## src/rtl/m_stack_pkg.sv

```systemverilog
// Types and address-map constants shared by the stack sequencer and the memory address checker.
package m_stack_pkg;

  typedef enum logic [1:0] {IDLE, WRITE, READ, WAIT} stk_state_t;

  localparam logic [11:0] STACK_TOP = 12'hFFF;
  localparam logic [11:0] STACK_LIM = 12'h44C;
  localparam logic [11:0] MMR_LO    = 12'h401;
  localparam logic [11:0] MMR_HI    = 12'h44B;

  // Region decode used by the address checker: 0 = instruction, 1 = MMR, 2 = stack.
  function automatic logic [1:0] addr_sel(input logic [11:0] a);
    if (a < MMR_LO) begin
      return 2'd0;
    end else if (a <= MMR_HI) begin
      return 2'd1;
    end
    return 2'd2;
  endfunction

endpackage

```

## src/rtl/m_stack_ctrl.sv

```systemverilog
// Hardware stack sequencer: owns SP, runs the push/pop handshake, drives stack RAM
// and keeps every write strobe inside the stack window.
//
// state | meaning
// IDLE  | ready=1; accept push (priority) or pop, or flag overflow/underflow
// WRITE | present addr=SP, wdata, MEMLOAD for one cycle, then SP-1
// READ  | present addr=SP (already incremented) to the stack RAM
// WAIT  | count down RD_LAT cycles, capture mem_rdata on the last one
module m_stack_ctrl #(
  parameter int unsigned       ADDR_W    = 12,
  parameter int unsigned       DATA_W    = 16,
  parameter logic [ADDR_W-1:0] STACK_TOP = m_stack_pkg::STACK_TOP,
  parameter logic [ADDR_W-1:0] STACK_LIM = m_stack_pkg::STACK_LIM,
  parameter int unsigned       RD_LAT    = 1
) (
  input  logic              clk,
  input  logic              rst,
  input  logic              push,
  input  logic              pop,
  input  logic [DATA_W-1:0] push_data,
  output logic              ready,
  output logic [ADDR_W-1:0] addr,
  output logic              MEMLOAD,
  output logic [DATA_W-1:0] wdata,
  input  logic [DATA_W-1:0] mem_rdata,
  output logic [DATA_W-1:0] pop_data,
  output logic              pop_valid,
  output logic [ADDR_W-1:0] sp,
  output logic              empty,
  output logic              full,
  output logic              err_ovf,
  output logic              err_udf,
  input  logic              err_clr
);
  import m_stack_pkg::*;

  localparam logic [ADDR_W-1:0] FULL_SP  = ADDR_W'(STACK_LIM - 1'b1);
  localparam logic [1:0]        LAT_LAST = 2'(RD_LAT - 1);

  stk_state_t        state_q, state_d;
  logic [ADDR_W-1:0] sp_q, sp_d;
  logic [ADDR_W-1:0] addr_q, addr_d;
  logic              memload_q, memload_d;
  logic [DATA_W-1:0] wdata_q, wdata_d;
  logic [DATA_W-1:0] push_word_q, push_word_d;
  logic [DATA_W-1:0] pop_data_q, pop_data_d;
  logic              pop_valid_q, pop_valid_d;
  logic              ready_q, ready_d;
  logic              empty_q, empty_d;
  logic              full_q, full_d;
  logic              err_ovf_q, err_ovf_d;
  logic              err_udf_q, err_udf_d;
  logic [1:0]        cnt_q, cnt_d;

  always_comb begin
    state_d     = state_q;
    sp_d        = sp_q;
    addr_d      = addr_q;
    memload_d   = 1'b0;
    wdata_d     = wdata_q;
    push_word_d = push_word_q;
    pop_data_d  = pop_data_q;
    pop_valid_d = 1'b0;
    cnt_d       = cnt_q;
    // a flag raised in the same cycle as err_clr survives the clear
    err_ovf_d   = err_ovf_q & ~err_clr;
    err_udf_d   = err_udf_q & ~err_clr;

    case (state_q)
      IDLE: begin
        if (push) begin
          if (full_q) begin
            err_ovf_d = 1'b1;
          end else begin
            push_word_d = push_data;
            state_d     = WRITE;
          end
        end else if (pop) begin
          if (empty_q) begin
            pop_data_d  = '0;
            pop_valid_d = 1'b1;
            err_udf_d   = 1'b1;
          end else begin
            sp_d    = sp_q + 1'b1;
            state_d = READ;
          end
        end
      end
      WRITE: begin
        addr_d    = sp_q;
        wdata_d   = push_word_q;
        memload_d = 1'b1;
        sp_d      = sp_q - 1'b1;
        state_d   = IDLE;
      end
      READ: begin
        addr_d  = sp_q;
        cnt_d   = LAT_LAST;
        state_d = WAIT;
      end
      WAIT: begin
        if (cnt_q == 2'd0) begin
          pop_data_d  = mem_rdata;
          pop_valid_d = 1'b1;
          state_d     = IDLE;
        end else begin
          cnt_d = cnt_q - 1'b1;
        end
      end
      default: state_d = IDLE;
    endcase

    // status flags follow the next SP so they line up with the registered sp output
    ready_d = (state_d == IDLE);
    empty_d = (sp_d == STACK_TOP);
    full_d  = (sp_d == FULL_SP);
  end

  always_ff @(posedge clk) begin
    if (rst) begin
      state_q     <= IDLE;
      sp_q        <= STACK_TOP;
      addr_q      <= STACK_TOP;
      memload_q   <= 1'b0;
      wdata_q     <= '0;
      push_word_q <= '0;
      pop_data_q  <= '0;
      pop_valid_q <= 1'b0;
      ready_q     <= 1'b1;
      empty_q     <= 1'b1;
      full_q      <= 1'b0;
      err_ovf_q   <= 1'b0;
      err_udf_q   <= 1'b0;
      cnt_q       <= 2'd0;
    end else begin
      state_q     <= state_d;
      sp_q        <= sp_d;
      addr_q      <= addr_d;
      memload_q   <= memload_d;
      wdata_q     <= wdata_d;
      push_word_q <= push_word_d;
      pop_data_q  <= pop_data_d;
      pop_valid_q <= pop_valid_d;
      ready_q     <= ready_d;
      empty_q     <= empty_d;
      full_q      <= full_d;
      err_ovf_q   <= err_ovf_d;
      err_udf_q   <= err_udf_d;
      cnt_q       <= cnt_d;
    end
  end

  assign ready     = ready_q;
  assign addr      = addr_q;
  assign MEMLOAD   = memload_q;
  assign wdata     = wdata_q;
  assign pop_data  = pop_data_q;
  assign pop_valid = pop_valid_q;
  assign sp        = sp_q;
  assign empty     = empty_q;
  assign full      = full_q;
  assign err_ovf   = err_ovf_q;
  assign err_udf   = err_udf_q;

  // SP must never wrap in either direction; the full/empty guards are what prevent it
  a_no_dec_wrap: assert property (@(posedge clk) disable iff (rst)
    (state_q == WRITE) |-> (sp_q != FULL_SP));
  a_no_inc_wrap: assert property (@(posedge clk) disable iff (rst)
    (state_q == IDLE && pop && !push && !empty_q) |-> (sp_q != STACK_TOP));
  a_wr_window: assert property (@(posedge clk) disable iff (rst)
    memload_q |-> (addr_q >= STACK_LIM && addr_q > MMR_HI));

endmodule
```

## config.mk

```make
export PLATFORM = sky130hd
export DESIGN_NAME = m_stack_ctrl
export DESIGN_NICKNAME = d
export VERILOG_FILES = /design/src/rtl/m_stack_pkg.sv /design/src/rtl/m_stack_ctrl.sv
export SDC_FILE = /design/constraint.sdc
export NUM_CORES = 1
export LEC_CHECK = 0
export CORE_ASPECT_RATIO = 0.7
export CORE_MARGIN = 2
export CORE_UTILIZATION = 30
export DETAILED_ROUTE_END_ITERATION = 10
export SYNTH_ARGS = -nofsm -noshare
export SYNTH_HDL_FRONTEND = slang
export SYNTH_SLANG_ARGS = --single-unit
```

## constraint.sdc

```tcl
create_clock -name clk -period 2.1 [get_ports clk]
set_input_delay 0.21 -clock clk [delete_from_list [all_inputs] [get_ports clk]]
set_output_delay 0.21 -clock clk [all_outputs]
set_load 0.02 [all_outputs]
```

==> results.json <==
{
  "hold_path_startpoint": "rst",
  "tritoncts_num_sinks": 83,
  "worst_path_max_delay_cell": "sky130_fd_sc_hd__dfxtp_4",
  "fillerInstances": 1079,
  "initial_antenna_violation_count": 0,
  "floorplan.die.width_um": 135,
  "synth_most_common_cell": "sky130_fd_sc_hd__dfxtp_1",
  "timing.hold.worst_endpoint": "wdata[1]",
  "outcome": "complete, no violations",
  "crit_path_class": "reg -> reg",
  "synth_enable_flop_cells": 0,
  "layout_worst_path_cycle_share": 0.972,
  "initial_utilization": 0.308,
  "netSwitchingPower_mw": 2.91,
  "grt-ovfl-total": 0,
  "detailedRoute.firstIterationViolations": 204,
  "synth_register_bits": 83,
  "syn-num-nets": 454,
  "part_of_the_power_in_combinational_logic": 0.499,
  "synth_largest_area_cell": "sky130_fd_sc_hd__dfxtp_1",
  "layout.cell_area.non_filler_sq_um": 5620,
  "seq_area_sq_um": 1670,
  "power.share.switching": 0.383,
  "yosysUniqueCellTypes": 54,
  "fmax_ghz": 0.490,
  "placement.io_buffers": 99,
  "timing.critical_path.slowest_cell_delay_ns": 0.36,
  "first_pass_grt_wire_length_mm": 16.5,
  "worst_hold_path.num_cells": 2,
  "rr_worst_depth": 8,
  "yosysWarningCount": 0,
  "gp_congestion": 0.887,
  "synth_area_leaders": "sky130_fd_sc_hd__dfxtp_1, sky130_fd_sc_hd__nor2_1, sky130_fd_sc_hd__mux2i_1",
  "vias_per_cell": 4.77,
  "worst-path-max-fanout": 7,
  "synth_top_area_share": 0.458,
  "die_area_sq_um": 13000,
  "power.share.sequential": 0.284,
  "startpoint_type": "flip-flop",
  "finalSetupTns_ns": 0,
  "layout-drive-gt1-share": 0.207,
  "grt_max_degree": 35,
  "num_rows": 33,
  "synth_commonest_cells": "sky130_fd_sc_hd__dfxtp_1, sky130_fd_sc_hd__nor2_1, sky130_fd_sc_hd__nand2_1",
  "rrSetupSlack_ns": 0.06,
  "dpl.hpwl_mm": 7.52,
  "final_setup_violating_endpoints": 0,
  "avgRoutedWirePerCell_um": 14.8,
  "detail_route.wirelength_mm": 10.5,
  "cellInternalPower_mw": 4.69,
  "postRouteAntennaNets": 0,
  "critical_path_data_required_time_ns": 2.35,
  "syn2layout_area_growth_pct": 54.7,
  "skew_ns": 0.00474,
  "vias": 3393,
  "synthFlopType": "sky130_fd_sc_hd__dfxtp_1",
  "syn_std_cell_area_sq_um": 3630,
  "vias_in_the_first_global_route": 3298,
  "top_level_ports": 100,
  "tritoncts": "done",
  "core-area_sq_um": 11800,
  "fin_crit_ns": 2.04,
  "cell_at_the_root_of_the_clock_tree": "sky130_fd_sc_hd__clkbuf_16",
  "synth_sequential_area_ratio": 0.458,
  "ctsHtreeMaxLevel": 3,
  "area_of_combinational_cells_with_multiple_inputs_sq_um": 1930,
  "cell_area_after_placement_sq_um": 5110,
  "detailed_routing_iteration_count_for_the_pre_antenna_repair_pass": 4,
  "power.total_mw": 7.60,
  "critical_path_arrival_ns": 2.29,
  "family_of_cells_with_the_greatest_summed_delay_on_the_critical_path": "simple AND/OR/NAND/NOR gates",
  "timing_max_transition_violations_final": 0,
  "num-nets-final": 594,
  "peakVddDrop_uv": 599,
  "power_density_nw_per_um2": 1350,
  "post_synth.cell_area_avg_sq_um": 8.85,
  "rr_startpoint": "sp[0]",
  "globalRouteTotalUtil": 0.163,
  "worstMarginPinSlew_ns": 0.394,
  "worstSetupEndpointType": "flip-flop",
  "timing_hold_violations_final": 0,
  "die-height_um": 96.0,
  "cts-buffers-inserted": 9,
  "clk_path_buf_depth": 2,
  "min-delay-path-class": "in -> reg",
  "power_leakage_nw": 2.19,
  "cp_num_buf_inv": 2,
  "grt_setup_unrepaired": "false",
  "max-slew-margin-rel": 0.735,
  "antenna_cells": 0,
  "r2r-end": "full",
  "maxCapViolCount": 0,
  "worst_setup_hold_path_clk_slew_ns": 0.07,
  "share_clk_of_total_power": 0.216,
  "clock_latency_ns": 0.33,
  "post_synth_inst_count": 410,
  "drc_errors": 0,
  "crit_chain": "buf_4 > nor3_4 > nand3_1 > buf_4 > xnor2_2 > a211oi_4 > nand3_1 > nor4_2",
  "share_of_flip_flops_with_an_asynchronous_set_or_reset_after_synthesis": 0
}
cell families (layout without fill, tap and decap cells):
kind of cell	after synthesis	in the layout	synth area share
muxes	19	19	0.0524
adders and majority gates	7	7	0.0241
xor gates and xnor gates	9	9	0.0217
buffers and inverters	43	188	0.0496
and+or+nand+nor	164	164	0.228
AOI/OAI and AO/OA	85	85	0.167
DFF	83	83	0.458
layout by cell type (no fill, tap or decap), types with 3 or more instances in the layout:
| master | Yosys | layout |
|---|---|---|
| sky130_fd_sc_hd__nor4_2 | 2 | 4 |
| sky130_fd_sc_hd__a22oi_1 | 16 | 16 |
| sky130_fd_sc_hd__clkinv_4 | 0 | 3 |
| sky130_fd_sc_hd__o21ai_0 | 6 | 6 |
| sky130_fd_sc_hd__dfxtp_1 | 83 | 80 |
| sky130_fd_sc_hd__inv_1 | 13 | 9 |
| sky130_fd_sc_hd__nand2b_1 | 9 | 9 |
| sky130_fd_sc_hd__or2_2 | 3 | 3 |
| sky130_fd_sc_hd__clkbuf_16 | 0 | 9 |
| sky130_fd_sc_hd__clkdlybuf4s50_1 | 0 | 98 |
| sky130_fd_sc_hd__mux2i_1 | 19 | 19 |
| sky130_fd_sc_hd__ha_1 | 7 | 5 |
| sky130_fd_sc_hd__nor3_1 | 5 | 4 |
| sky130_fd_sc_hd__a21oi_1 | 28 | 27 |
| sky130_fd_sc_hd__xor2_1 | 4 | 4 |
| sky130_fd_sc_hd__buf_4 | 1 | 57 |
| sky130_fd_sc_hd__a211o_1 | 12 | 12 |
| sky130_fd_sc_hd__nand4_1 | 3 | 3 |
| sky130_fd_sc_hd__xnor2_1 | 5 | 4 |
| sky130_fd_sc_hd__nor2b_1 | 13 | 13 |
| sky130_fd_sc_hd__inv_2 | 0 | 4 |
| sky130_fd_sc_hd__nand3_1 | 9 | 7 |
| sky130_fd_sc_hd__nor2_1 | 51 | 51 |
| sky130_fd_sc_hd__nand2_1 | 49 | 49 |
what timing repair did:
| item | in CTS | in global routing |
|---|---|---|
| endpoints found under the hold margin | 0 | 0 |
| pin swaps | 2 | 7 |
| hold buffers | 0 | 0 |
| resized for setup | 14 | 19 |
| endpoints found under the setup margin | 4 | 3 |
| buffers inserted | 1 | 3 |
per-stage QoR:
stage | cells | worst slack, ns | util | hold slack, ns
after detailed placement | 692 | -0.363 | 0.435 | 0.448
after floorplan | 410 | 0.00317 | - | 0.346
after global routing | 712 | 0.00368 | 0.477 | 0.259
after global placement | 692 | -0.224 | 0.435 | 0.442
after CTS | 709 | 0.0000975 | 0.468 | 0.243
final | 712 | 0.0596 | 0.477 | 0.253
how the worst max path moves through the flow:
stage	slack, ns	to	startpoint	cells after the start
6_report	0.06	full	sp[0]	8
5_1_grt	0.004	full	sp[0]	8
4_1_cts	0.0001	full	sp[0]	8
3_5_place_dp	-0.36	empty	push	7
3_3_place_gp	-0.22	empty	push	7
2_1_floorplan	0.003	full	state_q[1]	10
sequential cells by signal, indices dropped and copies added (netlist names):
name,cells
sp,12
pop_data,16
cnt_q,2
err_ovf,1
empty,1
err_udf,1
addr,12
ready,1
full,1
wdata,16
pop_valid,1
MEMLOAD,1
state_q,2
push_word_q,16
area by class of cell:
cell class,instances,area share
Sequential cell,83,0.297
Timing Repair Buffer,159,0.259
Inverter,13,0.00869
Multi-Input combinational cell,284,0.344
Clock inverter,7,0.0158
Clock buffer,9,0.0401
Tap cell,157,0.0350
metal layers:
| metal | global-route usage | share of wire | up-vias |
|---|---|---|---|
| li1 | - | - | 1703 |
| met1 | 0.230 | 0.50 | 1587 |
| met2 | 0.244 | 0.43 | 93 |
| met3 | 0.0421 | 0.059 | 10 |
| met4 | 0.0495 | 0.010 | 0 |
| met5 | 0 | 0 | - |
power by group through the flow:
stage	clock network (mW)	logic, mW	registers (mW)
2_1_floorplan	0	1.68	2.40
3_3_place_gp	0	3.36	2.17
3_5_place_dp	0	3.41	2.17
4_1_cts	1.69	3.58	2.14
5_1_grt	1.76	4.09	2.20
6_report	1.64	3.80	2.16
No activity file was read; power rests on OpenSTA's default activity.
